<file path="config.mk">
export PLATFORM = sky130hd
export DESIGN_NAME = reg_ul_access_mc
export DESIGN_NICKNAME = d
export VERILOG_FILES = /design/src/rtl/reg_ul_access_mc.sv
export SDC_FILE = /design/constraint.sdc
export NUM_CORES = 1
export LEC_CHECK = 0
export CORE_AREA = 2 2 159 161
export CTS_CLUSTER_SIZE = 16
export DETAILED_ROUTE_END_ITERATION = 12
export DIE_AREA = 0 0 161 163
export PLACE_DENSITY = 0.75
export SETUP_SLACK_MARGIN = 0.05
export SLEW_MARGIN = 5
export SYNTH_ARGS = -nofsm -noshare
export SYNTH_HDL_FRONTEND = slang
export SYNTH_SLANG_ARGS = --single-unit
</file>
<file path="constraint.sdc">
create_clock -name clks -period 2.1 [get_ports clks]
set_input_delay 0.21 -clock clks [delete_from_list [all_inputs] [get_ports clks]]
set_output_delay 0.21 -clock clks [all_outputs]
set_load 0.01 [all_outputs]
</file>
<file path="src/rtl/reg_ul_access_mc.sv">
// Multi-channel user-logic register bank on the CPU MPI bus: version/test regs, pipelined adder,
// sticky W1C error flags, clear-on-read event counters. Define ERR_IRQ_EN for the error mask and interrupt.
module reg_ul_access_mc #(
   parameter int CPU_ADDR_WIDTH = 12,
   parameter int CPU_DATA_WIDTH = 32,
   parameter int NUM_CH         = 4,
   parameter int CNT_W          = 16,
   parameter int ADD_PIPE       = 2,
   parameter logic [CPU_DATA_WIDTH-1:0] VER_TIME = 32'h2018_0901,
   parameter logic [CPU_DATA_WIDTH-1:0] VER_TYPE = 32'h00D3_0009
) (
   input  logic                      clks,
   input  logic                      reset,
   input  logic                      cpu_wr,
   input  logic [CPU_ADDR_WIDTH-1:0] cpu_wr_addr,
   input  logic [CPU_DATA_WIDTH-1:0] cpu_data_in,
   input  logic                      cpu_rd,
   output logic [CPU_DATA_WIDTH-1:0] cpu_data_out,
   output logic                      cpu_rd_vld,
   input  logic [NUM_CH-1:0]         ch_err,
   input  logic [NUM_CH-1:0]         ch_evt,
   output logic [15:0]               ul2sh_vled,
   output logic                      irq_out
);

   localparam logic [11:0] A_VER_TIME = 12'h000;
   localparam logic [11:0] A_VER_TYPE = 12'h001;
   localparam logic [11:0] A_SCRATCH  = 12'h002;
   localparam logic [11:0] A_OP_A     = 12'h003;
   localparam logic [11:0] A_OP_B     = 12'h004;
   localparam logic [11:0] A_SUM      = 12'h005;
   localparam logic [11:0] A_CARRY    = 12'h006;
   localparam logic [11:0] A_VLED     = 12'h007;
   localparam logic [11:0] A_ERR      = 12'h008;
   localparam logic [11:0] A_MASK     = 12'h009;
   localparam logic [CNT_W-1:0] CNT_MAX = '1;

   logic [11:0]               addr;
   logic [CPU_DATA_WIDTH-1:0] scratch;
   logic [CPU_DATA_WIDTH-1:0] op_a;
   logic [CPU_DATA_WIDTH-1:0] op_b;
   logic [15:0]               vled;
   logic [NUM_CH-1:0]         err_sticky;
   logic [NUM_CH-1:0]         err_clr;
   logic [CPU_DATA_WIDTH:0]   add_pipe [ADD_PIPE];
   logic [CPU_DATA_WIDTH:0]   sum_q;
   logic [CNT_W-1:0]          cnt [NUM_CH];
   logic [CPU_DATA_WIDTH-1:0] rd_data;

   assign addr       = cpu_wr_addr[11:0];
   assign sum_q      = add_pipe[ADD_PIPE-1];
   assign ul2sh_vled = vled;

   always_ff @(posedge clks) begin
      if (reset) begin
         scratch <= '0;
         op_a    <= '0;
         op_b    <= '0;
         vled    <= '0;
      end else if (cpu_wr) begin
         case (addr)
            A_SCRATCH: scratch <= cpu_data_in;
            A_OP_A:    op_a    <= cpu_data_in;
            A_OP_B:    op_b    <= cpu_data_in;
            A_VLED:    vled    <= cpu_data_in[15:0];
            default:   ;
         endcase
      end
   end

   // Stage 0 adds the operand registers, so the result lands ADD_PIPE edges after an operand write.
   always_ff @(posedge clks) begin
      if (reset) begin
         for (int i = 0; i < ADD_PIPE; i++) add_pipe[i] <= '0;
      end else begin
         add_pipe[0] <= {1'b0, op_a} + {1'b0, op_b};
         for (int i = 1; i < ADD_PIPE; i++) add_pipe[i] <= add_pipe[i-1];
      end
   end

   assign err_clr = (cpu_wr && addr == A_ERR) ? cpu_data_in[NUM_CH-1:0] : '0;

   // A new error in the same cycle as its W1C clear wins.
   always_ff @(posedge clks) begin
      if (reset) err_sticky <= '0;
      else       err_sticky <= (err_sticky & ~err_clr) | ch_err;
   end

`ifdef ERR_IRQ_EN
   logic [NUM_CH-1:0] err_mask;

   always_ff @(posedge clks) begin
      if (reset) begin
         err_mask <= '1;
         irq_out  <= 1'b0;
      end else begin
         if (cpu_wr && addr == A_MASK) err_mask <= cpu_data_in[NUM_CH-1:0];
         irq_out <= |(err_sticky & ~err_mask);
      end
   end
`else
   assign irq_out = 1'b0;
`endif

   for (genvar g = 0; g < NUM_CH; g++) begin : g_cnt
      localparam logic [11:0] CNT_ADDR = 12'(16 + g);
      logic [CNT_W-1:0] cnt_q;

      // The clearing read returns the pre-clear value; a coincident event restarts the count at 1.
      always_ff @(posedge clks) begin
         if (reset)
            cnt_q <= '0;
         else if (cpu_rd && addr == CNT_ADDR)
            cnt_q <= ch_evt[g] ? CNT_W'(1) : '0;
         else if (ch_evt[g] && cnt_q != CNT_MAX)
            cnt_q <= cnt_q + CNT_W'(1);
      end

      assign cnt[g] = cnt_q;
   end

   always_comb begin
      rd_data = '0;
      case (addr)
         A_VER_TIME: rd_data = VER_TIME;
         A_VER_TYPE: rd_data = VER_TYPE;
         A_SCRATCH:  rd_data = ~scratch;
         A_OP_A:     rd_data = op_a;
         A_OP_B:     rd_data = op_b;
         A_SUM:      rd_data = sum_q[CPU_DATA_WIDTH-1:0];
         A_CARRY:    rd_data[0] = sum_q[CPU_DATA_WIDTH];
         A_VLED:     rd_data[15:0] = vled;
         A_ERR:      rd_data[NUM_CH-1:0] = err_sticky;
`ifdef ERR_IRQ_EN
         A_MASK:     rd_data[NUM_CH-1:0] = err_mask;
`endif
         default: begin
            for (int i = 0; i < NUM_CH; i++) begin
               if (addr == 12'(16 + i)) rd_data[CNT_W-1:0] = cnt[i];
            end
         end
      endcase
   end

   always_ff @(posedge clks) begin
      if (reset) begin
         cpu_data_out <= '0;
         cpu_rd_vld   <= 1'b0;
      end else begin
         cpu_rd_vld <= cpu_rd;
         if (cpu_rd) cpu_data_out <= rd_data;
      end
   end

endmodule

</file>
==> summary.md, run 1 <==
| Metric | Value |
|---|---|
| Remaining DRCs | `0` |
| Power consumption | `11.1 mW` |
| Hold Crit Class | `in2reg` |
| Worst slew margin | `between 50% and 60%` |
| Buffers on Ports | `104` |
| Total Nets Final | `1973` |
| Routed vias/inst | `5.98` |
| Synth cell types | `70` |
| Final Util | `about 71%` |
| Hold Crit Start | `reset` |
| Flop-to-flop setup slack | `-0.33 ns` |
| Core Region | `24700 um2` |
| Status | `finished with violations` |
| Clock Skew | `~0.013 ns` |
| RSZ-0062 raised after global routing | `yes` |
| Synth Area per Inst | `slightly above 8 um2` |
| Number of synthesized register bits | `279` |
| Post-route ant nets | `0` |
| WL/cell | `~20 um` |
| Reg clk slew, reported paths | `~0.06 ns` |
| Ys flop type | `dfxtp_1` |
| Hold Violations, Final | `0` |
| Post-route setup slack | `-0.329 ns` |
| Filler instances | `about 1.8k` |
| Syn_nets | `1679` |
| Final setup viols | `23` |
| Initial antenna violation count | `0` |
| Leakage | `roughly 6.7 nW` |
| YS warnings | `0` |
| Failing checks | `negative setup slack` |
| I/O Pins | `106` |
| Fmax | `0.412 GHz` |
| Ant diodes | `0` |
| Worst r2r dst | `add_pipe[0][31]` |
| Largest cells by area after synthesis | `dfxtp_1 (43%), nand2_1 (9.6%), a21oi_1 (7.5%)` |
| Clk Latency, worst-skew pair | `0.55 ns` |
| Sum Neg Setup Slack | `-3.39 ns` |
| Vias in the first global route | `roughly 13k` |
| Total CTS buffers | `29` |
| Crit start category | `register` |
| DRT iter0 DRCs | `1469` |
| RD Place Congestion | `0.904` |
| Cell area after layout | `17500 um2` |
| CTS tree | `built` |
| Reg2reg start | `op_a[15]` |
| H-Tree Depth | `1` |
| WHS Path Cells | `2` |
| WL final | `between 40000 and 50000 um` |
| Vias | `13.3k` |
| Fin crit period | `2.43 ns` |
| Die Footprint | `26200 um2` |
| Footprint of the multi-input gates | `about 7400 um2` |
| Die H | `around 160 um` |
| Row count | `58` |
| CP required | `2.57 ns` |
| Synth async-reset ratio | `0%` |
| DIE WIDTH | `161 um` |
| Clock sinks | `279` |
| Setup CP Type | `reg2reg` |
| Sequential-to-total area share from yosys stat | `43.4%` |
| Final hold slack | `0.0824 ns` |
| DR pass1 iterations | `6` |
| VDD IR max | `0.000454 V` |
| Overflow after GRT | `0` |
| Share of layout cells above drive strength 1 | `21.5%` |
| Post-Syn Area | `12900 um2` |
| Crit path DAT | `2.90 ns` |
| Mapped Cells | `1586` |
| Fin crit share | `116%` |
| Max Transition Viols Final | `0` |
| CP Max Fanout | `3` |
| Fin cells | `2230` |
| Placed Cells | `around 2.2k` |
| Least-Margin Pin Slew | `approximately 0.6 ns` |
| Power per Cell Area | `633 nW/um2` |
| Share of the synthesized area in the top cell type | `43.4%` |
| Worst Hold End | `cpu_data_out[31]` |
| Worst Setup End Kind | `register` |
| Pre-CTS setup slack | `-0.388 ns` |
| Cell Area, Placed | `~16000 um2` |
| Starting Density | `52.1%` |
| Area growth, synth to finish | `36.2%` |
| Largest net degree at the start of global routing | `83` |
| Post-DP HPWL | `30400 um` |
| FF+latch area | `5610 um2` |
| Yosys top cell by area | `dfxtp_1` |
| Hold buffer count at cts | `0` |
| Max clock buf depth | `3` |
| # Max-Cap Violations | `0` |
| Global-route wire length before repair | `~68000 um` |
| Post-synth EDFFs | `0` |
| Register-to-Register Path Depth | `10` |
| Tot GR Track Use | `32.6%` |
| Clock tree root driver cell | `clkbuf_16` |
-- metal layers --
layer	global-route usage, %	vias up	share of wire, %
met5	0	-	0
met3	6.01	140	9.9
li1	-	6160	-
met1	40.9	6282	39
met4	13.8	0	4.4
met2	55.3	750	47
-- report_power, final --
group          switching, mW  internal, mW
sequential            0.0306          5.32
combinational          0.340         0.263
clock                   2.10          3.02
-- kinds of logic after synthesis --
group | after synthesis | share of synthesized area (%)
AO/OA/AOI/OAI | 402 | 19.4
XOR/XNOR | 54 | 3.68
adder cells (fa/ha/maj) | 37 | 3.66
buffers and inverters | 108 | 3.37
flip-flops | 279 | 43.4
multiplexers | 25 | 2.21
other | 1 | 0.0292
AND/OR/NAND/NOR | 680 | 24.3
-- what timing repair did --
action                                  CTS  global route
pin swaps                                31            36
buffers inserted                         15             8
gates resized for setup                  60            51
endpoints found under the setup margin   24           102
-- state kept, by name, summed over array words and instances, names as in the netlist --
name          flops
op_a             32
err_sticky        4
g_cnt.cnt_q      64
scratch          32
cpu_data_out     32
cpu_rd_vld        1
add_pipe         66
op_b             32
ul2sh_vled       16
-- cell usage after synthesis, drive strengths merged (3+ instances only) --
cell     count
a311oi       8
nor3b        7
nand2b       7
a22oi        9
nor2b       37
and2        10
o22ai        6
a211oi      21
o211ai       5
nor4         8
mux2i       16
a21o        17
inv         19
nand2      330
or3         16
ha          36
a21oi      193
a31oi        8
nor3        36
a221o        4
nand3b       5
xor2        31
and4         5
mux2         7
dfxtp      279
a32oi        3
a2bb2oi     10
o21bai       7
xnor2       23
nand4       17
nor2       151
buf         21
clkbuf      68
and3         9
a41oi        4
a221oi      34
o21ai       57
or2          3
o41ai        3
nand3       32
-- worst max-delay path by stage --
| stage | from | endpoint | slack (ns) | depth (start not counted) |
|---|---|---|---|---|
| final | op_a[15] | add_pipe[0][31] | -0.33 | 10 |
| after floorplan | op_a[10] | add_pipe[0][19] | 0.006 | 9 |
| after CTS | op_b[1] | add_pipe[0][31] | -0.18 | 10 |
| after detailed placement | op_a[5] | add_pipe[0][31] | -0.39 | 10 |
| after global routing | op_a[15] | add_pipe[0][31] | -0.42 | 10 |
| after global placement | cpu_wr_addr[1] | g_cnt[2].cnt_q[9] | -0.36 | 7 |
-- cells in the final DEF, fill, tap and decap left out, types with 6 or more instances in the layout --
cell	count
o21ai_1	7
clkbuf_16	29
nor3_2	7
nor3_1	25
o22ai_1	6
and2_1	7
nand2_1	326
a311oi_1	8
inv_1	19
nor2_1	144
ha_4	8
clkbuf_8	11
xor2_1	31
a2bb2oi_1	10
a21oi_2	7
dfxtp_2	11
nor2b_1	37
a22oi_1	9
nand4_1	16
nor2_2	7
a21o_1	16
a21oi_1	181
clkdlybuf4s50_1	102
dfxtp_1	266
a211oi_1	16
ha_1	27
a221oi_1	30
buf_12	13
o21ai_0	49
and3_1	8
nand2b_1	7
or3_1	15
mux2i_1	16
mux2_2	7
buf_6	12
xnor2_1	18
buf_4	224
nand3_1	31
o21bai_1	6
-- worst max-delay path: stages (launching register included) --
cell and delay (ns):
dfxtp_1 0.31, ha_1 0.22, buf_4 0.15, a21o_1 0.20, a21oi_2 0.16, nor2_2 0.07
o41ai_2 0.46, and3_4 0.34, a211oi_4 0.09, o21ai_1 0.17, nor3b_2 0.19
-- layout make-up --
cell class                 instances  area share, %
sequential                       279           32.0
multi-input combinational       1199           42.1
inverter                          19          0.407
clock inverter                     6          0.314
tap                              330           2.36
timing repair buffer             352           17.7
clock buffer                      45           5.12
(Power assumes the default switching activity.)
==> run 2: changes to the inputs <==
Settings changed: PLACE_DENSITY 0.75 to 0.76.
==> run 2 against run 1 <==
Compared with the run above: clock-buffer cell count is 2 lower; register-to-register slack better by 0.13 ns; critical endpoint is now add_pipe[0][14]; sequential cell count stayed put; largest cell class unchanged; critical path type unchanged; clock power is 9.8% higher; sequential power hardly changed; clock skew is 0.0020 ns lower; total power is 4.5% higher; the flow still finishes with violations (negative setup slack); design area is 1.1% higher; combinational power hardly changed.
==> summary.md, run 2 (synthesis gave the netlist of run 1 again) <==
| Metric | Value |
|---|---|
| Die Footprint | `26200 um2 (unchanged)` |
| Crit start category | `register` |
| DIE WIDTH | `161 um (unchanged)` |
| DR pass1 iterations | `6 (unchanged)` |
| Reg clk slew, reported paths | `0.06 ns (about the same)` |
| Global-route wire length before repair | `69400 um (+2.1%)` |
| RD Place Congestion | `0.936 (+3.6%)` |
| VDD IR max | `0.000633 V (+40%)` |
| Sw frac | `22.0% (-0.30 points)` |
| Clk Latency, worst-skew pair | `0.56 ns (about the same)` |
| Sequential power share | `46.3% (-2.0 points)` |
| Int Power | `9.03 mW (+4.9%)` |
| Register-to-Register Path Depth | `11 (+1)` |
| Tot GR Track Use | `33.2% (+0.63 points)` |
| Hold Crit Start | `reset` |
| Final setup viols | `22 (-4.3%)` |
| CP Max Fanout | `4 (+1)` |
| # Max-Cap Violations | `0 (unchanged)` |
| Clock tree root driver cell | `clkbuf_16` |
| Clock Skew | `0.0106 ns (-0.00197 ns)` |
| Final hold slack | `0.0611 ns (-0.0213 ns)` |
| Worst slew margin | `59.0% (-0.78 points)` |
| Vias in the first global route | `13.0k (+0.42%)` |
| Max clock buf depth | `3 (unchanged)` |
| Buffers on Ports | `104 (unchanged)` |
| Routed vias/inst | `6.00 (+0.44%)` |
| Area growth, synth to finish | `37.6%` |
| Fin crit period | `2.30 ns (-0.128 ns)` |
| Fmax | `0.435 GHz (+5.6%)` |
| Post-DP HPWL | `30900 um (+1.7%)` |
| Starting Density | `52.1% (unchanged)` |
| WL/cell | `20.1 um (+1.0%)` |
| DRT iter0 DRCs | `1506 (+2.5%)` |
| Overflow after GRT | `0 (unchanged)` |
| Die H | `163 um (unchanged)` |
| Share of layout cells above drive strength 1 | `21.8% (+0.24 points)` |
| WL final | `44900 um (+1.4%)` |
| Row count | `58 (unchanged)` |
| Post-route ant nets | `0 (unchanged)` |
| Core Region | `24700 um2 (unchanged)` |
| Clock sinks | `279 (unchanged)` |
| Status | `finished with violations` |
| CTS tree | `built` |
| Hold Violations, Final | `0 (unchanged)` |
| Worst Setup End Kind | `register` |
| Vias | `13.4k (+0.80%)` |
| Crit path DAT | `2.74 ns (-0.16 ns)` |
| Switching power | `2.55 mW (+3.0%)` |
| Max reg flops | `66 (unchanged)` |
| Remaining DRCs | `0 (unchanged)` |
| Leakage | `6.77 nW (+1.3%)` |
| Total Nets Final | `1980 (+0.35%)` |
| WHS Path Cells | `2 (unchanged)` |
| Clock network power share | `48.5% (+2.2 points)` |
| Largest register by flop count | `add_pipe` |
| Power per Cell Area | `654 nW/um2 (+3.3%)` |
| Pre-CTS setup slack | `-0.466 ns (-0.0780 ns)` |
| Worst r2r dst | `add_pipe[0][14]` |
| Failing checks | `negative setup slack` |
| Hold buffer count at cts | `0 (unchanged)` |
| H-Tree Depth | `1 (unchanged)` |
| Most frequent cells in the layout | `nand2_1 (327), dfxtp_1 (267), buf_4 (229), a21oi_1 (181), nor2_1 (146)` |
| Biggest regs | `add_pipe: 66 flops, g_cnt.cnt_q: 64 flops` |
| Commonest non-fill, non-tap cell in the layout | `nand2_1` |
| CP required | `2.54 ns (-0.03 ns)` |
| Crit path from | `op_a[11]` |
| Fin crit share | `110% (-6.1 points)` |
| Filler instances | `1838 (+2.2%)` |
| Least-Margin Pin Slew | `0.615 ns (+0.0117 ns)` |
| Hold Crit Class | `in2reg` |
| Flop-to-flop setup slack | `-0.20 ns (+0.13 ns)` |
| Combinational share of power | `5.2% (-0.2 points)` |
| Max Transition Viols Final | `0 (unchanged)` |
| RSZ-0062 raised after global routing | `yes` |
| Worst Hold End | `cpu_rd_vld` |
| Largest net degree at the start of global routing | `70 (-16%)` |
| Setup CP Type | `reg2reg` |
| Total CTS buffers | `30 (+3.4%)` |
| Post-route setup slack | `-0.201 ns (+0.128 ns)` |
| Reg2reg start | `op_a[11]` |
| I/O Pins | `106 (unchanged)` |
| Initial antenna violation count | `1 (+1)` |
## run 2: layout make-up
cell class | instances | area, um2 | share of cell area, %
Multi-Input combinational cell | 1199 | 7380 | 41.7
Antenna cell | 1 | 2.50 | 0.0141
Clock buffer | 43 | 901 | 5.09
Sequential cell | 279 | 5600 | 31.7
Timing Repair Buffer | 358 | 3180 | 17.9
Inverter | 19 | 71.3 | 0.403
Clock inverter | 9 | 154 | 0.869
Tap cell | 330 | 413 | 2.33
## run 2: how the worst max path moves through the flow
| stage | slack, ns | endpoint | cells after the start |
|---|---|---|---|
| after floorplan | 0.006 | add_pipe[0][19] | 9 |
| after global placement | -0.39 | cpu_data_out[19] | 11 |
| after detailed placement | -0.47 | op_b[7] | 10 |
| after CTS | -0.18 | add_pipe[0][26] | 11 |
| after global routing | -0.29 | add_pipe[0][26] | 10 |
| final | -0.20 | add_pipe[0][14] | 11 |
## run 2: repair_timing
item	in CTS	in global routing
gates resized for setup	64	44
setup endpoints to repair	27	108
gates cloned	0	0
buffers inserted	9	11
pin swaps	37	30
## run 2: metal layers
layer	GRT usage, %	wire length [um]
met2	55.4	21000
met5	0	0
met4	14.4	2160
met3	5.19	3950
met1	42.9	17900
## run 2: metrics by stage
step / utilization (%) / total power [mW] / setup TNS [ns] / instance area (um2) / instances
floorplan: - / 5.71 / 0 / 12900 / 1586
global placement: 64.6 / 6.04 / -56.86 / 15900 / 2167
detailed placement: 64.6 / 6.05 / -70.77 / 15900 / 2167
CTS: 70.6 / 11.6 / -1.84 / 17400 / 2227
global route: 71.7 / 11.8 / -4.52 / 17700 / 2237
finish: 71.7 / 11.6 / -2.74 / 17700 / 2238
## run 2: worst max-delay path, cell delays in order, from the launching register on
cell and delay (ns):
dfxtp_1 0.41, ha_4 0.24, nor2_1 0.25, buf_4 0.16, a21oi_1 0.05, a21oi_2 0.23, nand2_2 0.11, buf_6 0.14
a21o_1 0.16, a21oi_2 0.16, xor2_1 0.20, nor2_1 0.07
## run 2: power by group through the flow
stage	clock network, mW	logic (mW)	registers, mW
2_1_floorplan	0	0.237	5.47
3_3_place_gp	0	0.567	5.47
3_5_place_dp	0	0.576	5.47
4_1_cts	5.64	0.582	5.36
5_1_grt	5.85	0.632	5.36
6_report	5.62	0.601	5.36
